[config.mk]
export PLATFORM = sky130hd
export DESIGN_NAME = ui_debounce
export DESIGN_NICKNAME = d
export VERILOG_FILES = /design/src/rtl/ui_pkg.sv /design/src/rtl/ui_debounce.sv
export SDC_FILE = /design/constraint.sdc
export NUM_CORES = 1
export LEC_CHECK = 0
export BUFFER_PORTS_ARGS = -buffer_cell sky130_fd_sc_hd__buf_2
export CAP_MARGIN = 15
export CORE_MARGIN = 4
export CORE_UTILIZATION = 53
export DETAILED_ROUTE_END_ITERATION = 10
export PLACE_DENSITY = 0.71
export SLEW_MARGIN = 20
export SYNTH_ARGS = -nofsm -noshare
export SYNTH_HDL_FRONTEND = slang
export SYNTH_SLANG_ARGS = --single-unit
[constraint.sdc]
create_clock -name clk_dst -period 4.3 [get_ports clk_dst]
set_input_delay 1.29 -clock clk_dst [delete_from_list [all_inputs] [get_ports clk_dst]]
set_output_delay 1.29 -clock clk_dst [all_outputs]
set_load 0.005 [all_outputs]
[src/rtl/ui_pkg.sv]
// ui_pkg -- shared types and helpers for the user-interface input blocks.
//
// Contents:
//   ui_db_state_t  state encoding of the ui_debounce FSM
//   cnt_width()    counter width needed to hold the values 0..max_val-1
package ui_pkg;

    typedef enum logic [2:0] {
        IDLE         = 3'd0,
        PRESS_WAIT   = 3'd1,
        HELD         = 3'd2,
        REPEAT       = 3'd3,
        RELEASE_WAIT = 3'd4
    } ui_db_state_t;

    // Counters only ever hold 0..max_val-1 because they are cleared (or the
    // FSM moves on) on the edge that would reach max_val. The result is
    // never less than one bit.
    function automatic int unsigned cnt_width(input int unsigned max_val);
        return (max_val > 1) ? $clog2(max_val) : 1;
    endfunction

endpackage

[src/rtl/ui_debounce.sv]
// ui_debounce -- push-button debouncer with press/release pulses and
// auto-repeat while held.
//
// signal_in must already be synchronised to clk_dst; at the integration
// level ui_meta_harden sits directly upstream of this block.
//
// Parameters:
//   DEBOUNCE_CYCLES  consecutive equal samples needed to accept a change (2..65535)
//   REPEAT_DELAY     edges from press acceptance to the first repeat pulse (0 = no repeat)
//   REPEAT_PERIOD    edges between successive repeat pulses (1..65535)
//
// Ports:
//   clk_dst      single clock
//   rst_dst_n    asynchronous active-low reset
//   signal_in    synchronised raw button level
//   btn_level    debounced level (registered)
//   btn_press    one-cycle pulse on an accepted rise
//   btn_release  one-cycle pulse on an accepted fall
//   btn_repeat   one-cycle auto-repeat pulse while held
module ui_debounce
    import ui_pkg::*;
#(
    parameter int DEBOUNCE_CYCLES = 16,
    parameter int REPEAT_DELAY    = 1000,
    parameter int REPEAT_PERIOD   = 200
) (
    input  logic clk_dst,
    input  logic rst_dst_n,
    input  logic signal_in,
    output logic btn_level,
    output logic btn_press,
    output logic btn_release,
    output logic btn_repeat
);

    localparam int RUN_W    = cnt_width(DEBOUNCE_CYCLES);
    localparam int HOLD_MAX = (REPEAT_DELAY > REPEAT_PERIOD) ? REPEAT_DELAY : REPEAT_PERIOD;
    localparam int HOLD_W   = cnt_width(HOLD_MAX);

    // "Last" values: the counter holds this on the edge that completes the run.
    localparam logic [RUN_W-1:0]  RUN_LAST    = RUN_W'(DEBOUNCE_CYCLES - 1);
    localparam logic [HOLD_W-1:0] DELAY_LAST  = HOLD_W'((REPEAT_DELAY > 0) ? REPEAT_DELAY - 1 : 0);
    localparam logic [HOLD_W-1:0] PERIOD_LAST = HOLD_W'(REPEAT_PERIOD - 1);
    localparam logic [RUN_W-1:0]  RUN_ONE     = RUN_W'(1);
    localparam bit                REPEAT_EN   = (REPEAT_DELAY != 0);

    ui_db_state_t      state_reg, state_next;
    logic [RUN_W-1:0]  run_reg, run_next;
    logic [HOLD_W-1:0] hold_reg, hold_next;
    logic              level_reg, level_next;
    logic              press_reg, press_next;
    logic              release_reg, release_next;
    logic              repeat_reg, repeat_next;

    // Saturating increments: counters stick at all-ones instead of wrapping.
    function automatic logic [RUN_W-1:0] run_inc(input logic [RUN_W-1:0] v);
        return (&v) ? v : v + 1'b1;
    endfunction

    function automatic logic [HOLD_W-1:0] hold_inc(input logic [HOLD_W-1:0] v);
        return (&v) ? v : v + 1'b1;
    endfunction

    always_ff @(posedge clk_dst or negedge rst_dst_n) begin
        if (!rst_dst_n) begin
            state_reg   <= IDLE;
            run_reg     <= '0;
            hold_reg    <= '0;
            level_reg   <= 1'b0;
            press_reg   <= 1'b0;
            release_reg <= 1'b0;
            repeat_reg  <= 1'b0;
        end else begin
            state_reg   <= state_next;
            run_reg     <= run_next;
            hold_reg    <= hold_next;
            level_reg   <= level_next;
            press_reg   <= press_next;
            release_reg <= release_next;
            repeat_reg  <= repeat_next;
        end
    end

    always_comb begin
        state_next   = state_reg;
        run_next     = run_reg;
        hold_next    = hold_reg;
        level_next   = level_reg;
        press_next   = 1'b0;
        release_next = 1'b0;
        repeat_next  = 1'b0;

        case (state_reg)
            IDLE: begin
                if (signal_in) begin
                    state_next = PRESS_WAIT;
                    run_next   = RUN_ONE;
                end else begin
                    run_next   = '0;
                end
            end

            PRESS_WAIT: begin
                if (!signal_in) begin
                    state_next = IDLE;
                    run_next   = '0;
                end else if (run_reg == RUN_LAST) begin
                    state_next = HELD;
                    run_next   = '0;
                    hold_next  = '0;
                    level_next = 1'b1;
                    press_next = 1'b1;
                end else begin
                    run_next   = run_inc(run_reg);
                end
            end

            HELD: begin
                if (!signal_in) begin
                    // Hold counter is left untouched: repeat timing freezes.
                    state_next  = RELEASE_WAIT;
                    run_next    = RUN_ONE;
                end else if (REPEAT_EN && hold_reg == DELAY_LAST) begin
                    state_next  = REPEAT;
                    hold_next   = '0;
                    repeat_next = 1'b1;
                end else begin
                    // With auto-repeat disabled this just saturates.
                    hold_next   = hold_inc(hold_reg);
                end
            end

            REPEAT: begin
                if (!signal_in) begin
                    state_next  = RELEASE_WAIT;
                    run_next    = RUN_ONE;
                end else if (hold_reg == PERIOD_LAST) begin
                    hold_next   = '0;
                    repeat_next = 1'b1;
                end else begin
                    hold_next   = hold_inc(hold_reg);
                end
            end

            RELEASE_WAIT: begin
                if (signal_in) begin
                    // A glitch, not a new press: restart the full repeat delay.
                    state_next   = HELD;
                    run_next     = '0;
                    hold_next    = '0;
                end else if (run_reg == RUN_LAST) begin
                    state_next   = IDLE;
                    run_next     = '0;
                    level_next   = 1'b0;
                    release_next = 1'b1;
                end else begin
                    run_next     = run_inc(run_reg);
                end
            end

            default: begin
                state_next = IDLE;
                run_next   = '0;
                hold_next  = '0;
                level_next = 1'b0;
            end
        endcase
    end

    assign btn_level   = level_reg;
    assign btn_press   = press_reg;
    assign btn_release = release_reg;
    assign btn_repeat  = repeat_reg;

endmodule

Word-level counts from Yosys, hierarchy flattened

Index checks and enable logic that the tools add are counted.

Logic and storage cells: 79
Input port bits: 3
Flip-flop bits (word level): 21
Output and inout port bits: 4

Bitwise gates (word level): 2
$add $sub $neg: 2
Reductions and logical operators: 8
Mux-type cells: 40
Equal/unequal tests: 20

Operators by type and width:

| operator              | count |
|---|---|
| $mux 10               | 8 |
| $pmux 10 s5           | 1 |
| $mux 3                | 8 |
| $mux 4                | 5 |
| $ne 2x2->1 const B    | 10 |
| $pmux 4 s4            | 1 |
| $pmux 3 s5            | 1 |
| $mux 1                | 14 |
| $add 10x1->10 const B | 1 |
| $eq 10x10->1 const B  | 1 |
| $eq 10x8->1 const B   | 1 |
| $reduce_and 10->1     | 1 |
| $reduce_and 5->1      | 2 |
| $ne 3x3->1 const B    | 3 |
| $eq 3x2->1 const B    | 2 |
| $reduce_and 6->1      | 1 |
| $add 4x1->4 const B   | 1 |
| $eq 4x4->1 const B    | 1 |
| $reduce_and 4->1      | 1 |
| $eq 3x1->1 const B    | 1 |
| $eq 3x3->1 const B    | 1 |
| $logic_not 3->1       | 1 |
| $pmux 1 s3            | 1 |
| $reduce_or 3->1       | 1 |
| 3 further kinds       | 4 |

Longest topological paths before layout

Word-level depth: 5
Mapped depth: 7
Depth with buffers taken out: 5

Least setup slack after synthesis

OpenSTA, ideal clock, no wires.

Path type: input -> register
From: in signal_in
To: reg hold_reg[1]
Setup slack: 1.998 ns
Setup time: 0.130 ns
Stages: 5
Arrival: 2.172 ns
Cell sequence: buf_2 > nor2_1 > a211oi_4 > a21boi_1 > o22ai_1

Cells in the longest elaborated chain, start to end: 2
Elaborated cells between the ends (all ways): 5
Classes of those cells: eq/ne (4); reduce/logical (1)

Ends and longest elaborated chain:

| item                                  | line              | text |
|---|---|---|
| from (decl)                           | ui_debounce.sv:29 | `input logic signal_in,` |
| $ne 2x2->1 (no source line)           | --                |  |
| $reduce_and 6->1 (no source line) (*) | --                |  |
| to (signal assigned)                  | ui_debounce.sv:76 | `hold_reg <= hold_next;` |
| to (decl)                             | ui_debounce.sv:49 | `logic [HOLD_W-1:0] hold_reg, hold_next;` |

Mark *: on every way between the ends. The rest lies on a longest branch, timed or not.
A chain may end at the register's enable or synchronous reset.

Worst setup path in the final report

Ends and elaborated chain as after synthesis.

==> metrics.md <==
| Metric | Value |
|---|---|
| TritonCTS clock tree | `done` |
| Synth top area share | `0.391` |
| Minimum clock period | `2.41 ns` |
| Dpl cells | `between 150 and 200` |
| Top_reg_cell synth | `dfrtp_1` |
| DRT iter0 DRCs | `53` |
| Number of routed nets with antenna violations | `0` |
| Mapped Area | `roughly 0.0013 sq mm` |
| Leak | `0.000527 uW` |
| Max clock buf depth | `2` |
| F_max | `0.415 GHz` |
| Worst hold start | `hold_reg[0]$_DFFE_PN0P_` |
| Synth cell types | `between 40 and 50` |
| Post-synth net total | `150` |
| Worst hold slack | `about 0.54 ns` |
| Slowest CP cell | `a211oi_4` |
| Endpoint type of the worst setup path | `flop` |
| Most common cell in the netlist | `dfrtp_1` |
| Syn Inst Count | `~150` |
| HP Class | `flop to flop` |
| Num ports | `7` |
| Max-slew violations | `0` |
| Max-slew headroom | `0.526` |
| Startpoint types | `input port` |
| R2R setup slack | `~2.2 ns` |
| Initial cell density of the core | `0.579` |
| Max incr delay on CP | `roughly 0.64 ns` |
| CP Cell Sequence | `buf_2, nor2_1, a211oi_4, a21boi_1, o22ai_1` |
| Fill cells | `just over 200` |
| Via count | `1,147` |
| Sink Count | `21` |
| GPL Wtd Cong | `0.846` |
| CP max FO | `18` |
| Mapped Avg Cell Area | `about 9.3 sq um` |
| Postcts setup bufs | `0` |
| Post_cts resized | `0` |
| DR WL/cell | `~16 microns` |
| Die Span X | `approximately 58 microns` |
| Cell Count, Final, Fillers Out | `between 150 and 200` |
| Kind of critical path | `input port to flop` |
| Inserted Clock Buffers | `3` |
| Hold Path Depth | `1` |
| Vias in the first global route | `between 1,000 and 1,500` |
| Clk_lat worst skew | `0.30 ns` |
| Area leader, netlist | `dfrtp_1` |
| Crit path launch | `signal_in` |
| Hold endpoint | `hold_reg[0]$_DFFE_PN0P_` |
| Bufs and invs on worst path | `1` |
| Clock tree root driver cell | `clkbuf_4` |
| GR peak layer | `met2` |
| Worst Tran Pin Value | `0.708 ns` |
| Synthesis-stage register bit count | `21` |
| Row Count | `17` |
| Largest net degree at the start of global routing | `22` |
| Worst EP required | `about 4.5 ns` |
| Overflow after GRT | `0` |
| H-tree depth | `1` |
| Port buffer count | `6` |
| Max reg flops | `10` |
| CTS hold repair buffers | `0` |
| Final clock skew | `0.00604 ns` |
| Period utilization | `0.560` |
| MaxCap Viol Count | `0` |
| Seq/Total Area, Yosys | `0.391` |
| GRT Overall Usage | `0.181` |
| Final Setup Violations | `0` |
| Status | `completed` |
| Synth area leaders | `dfrtp_1, a21oi_1, nand3_1` |
| Setup TNS | `0 ns` |
| Worst VDD drop | `about 0.21 mV` |
| R2R Path End | `hold_reg[1]$_DFFE_PN0P_` |
| Initial antenna violation count | `0` |
| Routed WL | `around 2800 microns` |
| Cell family with most CP delay | `compound AO/OA/AOI/OAI gates` |
| DR DRC count | `0` |
| Hold Vio Cnt, Final | `0` |
| Chip height | `approximately 60 microns` |
| Worst-path clk slew | `about 0.12 ns` |
| WP data arrival | `approximately 2.6 ns` |
| Met3 usage | `0.0219` |
| Synth warn | `0` |
| Share of cells above drive strength 1 | `0.117` |
| RSZ-0062 raised after global routing | `no` |
| Die area | `0.00340 sq mm` |
| Global routing usage on met2 | `0.311` |
| Met1 usage | `0.219` |
| Area delta synth->final | `0.373%` |
| Async SR Flop Fraction | `1.00` |
| Core ar. | `about 0.0023 sq mm` |
| Post-synth top cells | `dfrtp_1, a21oi_1, nand2_1` |
| Layout net count | `~150` |
| Number of synthesized flops with an enable pin | `0` |
| Pre-antenna DRT Iters | `4` |
| # diodes | `0` |
| Dpl hpwl | `roughly 2000 microns` |
| Vias/cell | `~6.6` |
| Reg2reg start | `run_reg[0]$_DFFE_PN0P_` |
| Worst r2r path cells | `5` |
| First-pass GRT wire length | `4890 microns` |
| PwrDens | `~260 mW/mm^2` |
stage by stage:
| stage | utilization | setup WS [ns] | area [sq um] | power, uW |
|---|---|---|---|---|
| finish | 0.581 | 1.89 | 1350 | 350 |
| CTS | 0.581 | 1.94 | 1350 | 354 |
| global placement | 0.569 | 1.67 | 1320 | 253 |
| global route | 0.581 | 1.82 | 1350 | 370 |
| detailed placement | 0.569 | 1.61 | 1320 | 256 |
| floorplan | - | 2.00 | 1340 | 245 |
routing by layer:
metal  wire (microns)  share of wire
met1             1180           0.42
met5                0              0
met2             1470           0.52
met3              128          0.045
met4               44          0.016
how the worst max path moves through the flow:
stage,endpoint,cells past startpoint
after floorplan,hold_reg[1]$_DFFE_PN0P_,5
after global placement,hold_reg[1]$_DFFE_PN0P_,5
after detailed placement,hold_reg[0]$_DFFE_PN0P_,5
after CTS,hold_reg[0]$_DFFE_PN0P_,5
after global routing,hold_reg[1]$_DFFE_PN0P_,5
final,hold_reg[1]$_DFFE_PN0P_,5
power breakdown:
| group | switching, uW | internal (uW) |
|---|---|---|
| Sequential | 15.2 | 206 |
| Clock | 62.0 | 34.7 |
| Combinational | 19.1 | 12.9 |
| Total | 96.3 | 254 |
layout by cell type, fill, tap and decap left out, types with 2 or more instances in the layout:
master    Yosys  routed
dfrtp_1      21      21
a21oi_1      14      14
nand2_1      10      10
nand3_1       9       9
nor2_1        8       8
nor3_1        7       7
o21ai_0       7       7
buf_2         2       6
nor2b_1       4       4
a31oi_1       4       4
o211ai_1      4       4
inv_1         4       4
nand2b_1      3       3
and3_1        3       3
a41oi_1       3       3
nand4_1       3       3
o22ai_1       3       3
clkbuf_4      0       3
and2_1        2       2
ha_1          2       2
layout make-up:
cell class                 instances  area [sq um]  share of cell area
tap                               28          35.0              0.0260
clock buffer                       3          22.5              0.0167
sequential                        21           526               0.390
timing repair buffer               6          30.0              0.0223
inverter                           5          18.8              0.0139
clock inverter                     1          5.00             0.00371
multi-input combinational        109           711               0.527
kinds of logic after synthesis:
group	Yosys count	share of synthesized area
multiplexers	1	0.00746
AO/OA/AOI/OAI	45	0.227
flip-flops	21	0.391
buffers and inverters	15	0.0792
XOR/XNOR	1	0.00652
adder cells (fa/ha/maj)	2	0.0186
AND/OR/NAND/NOR	60	0.269
Power figures use the tool's default switching activity.
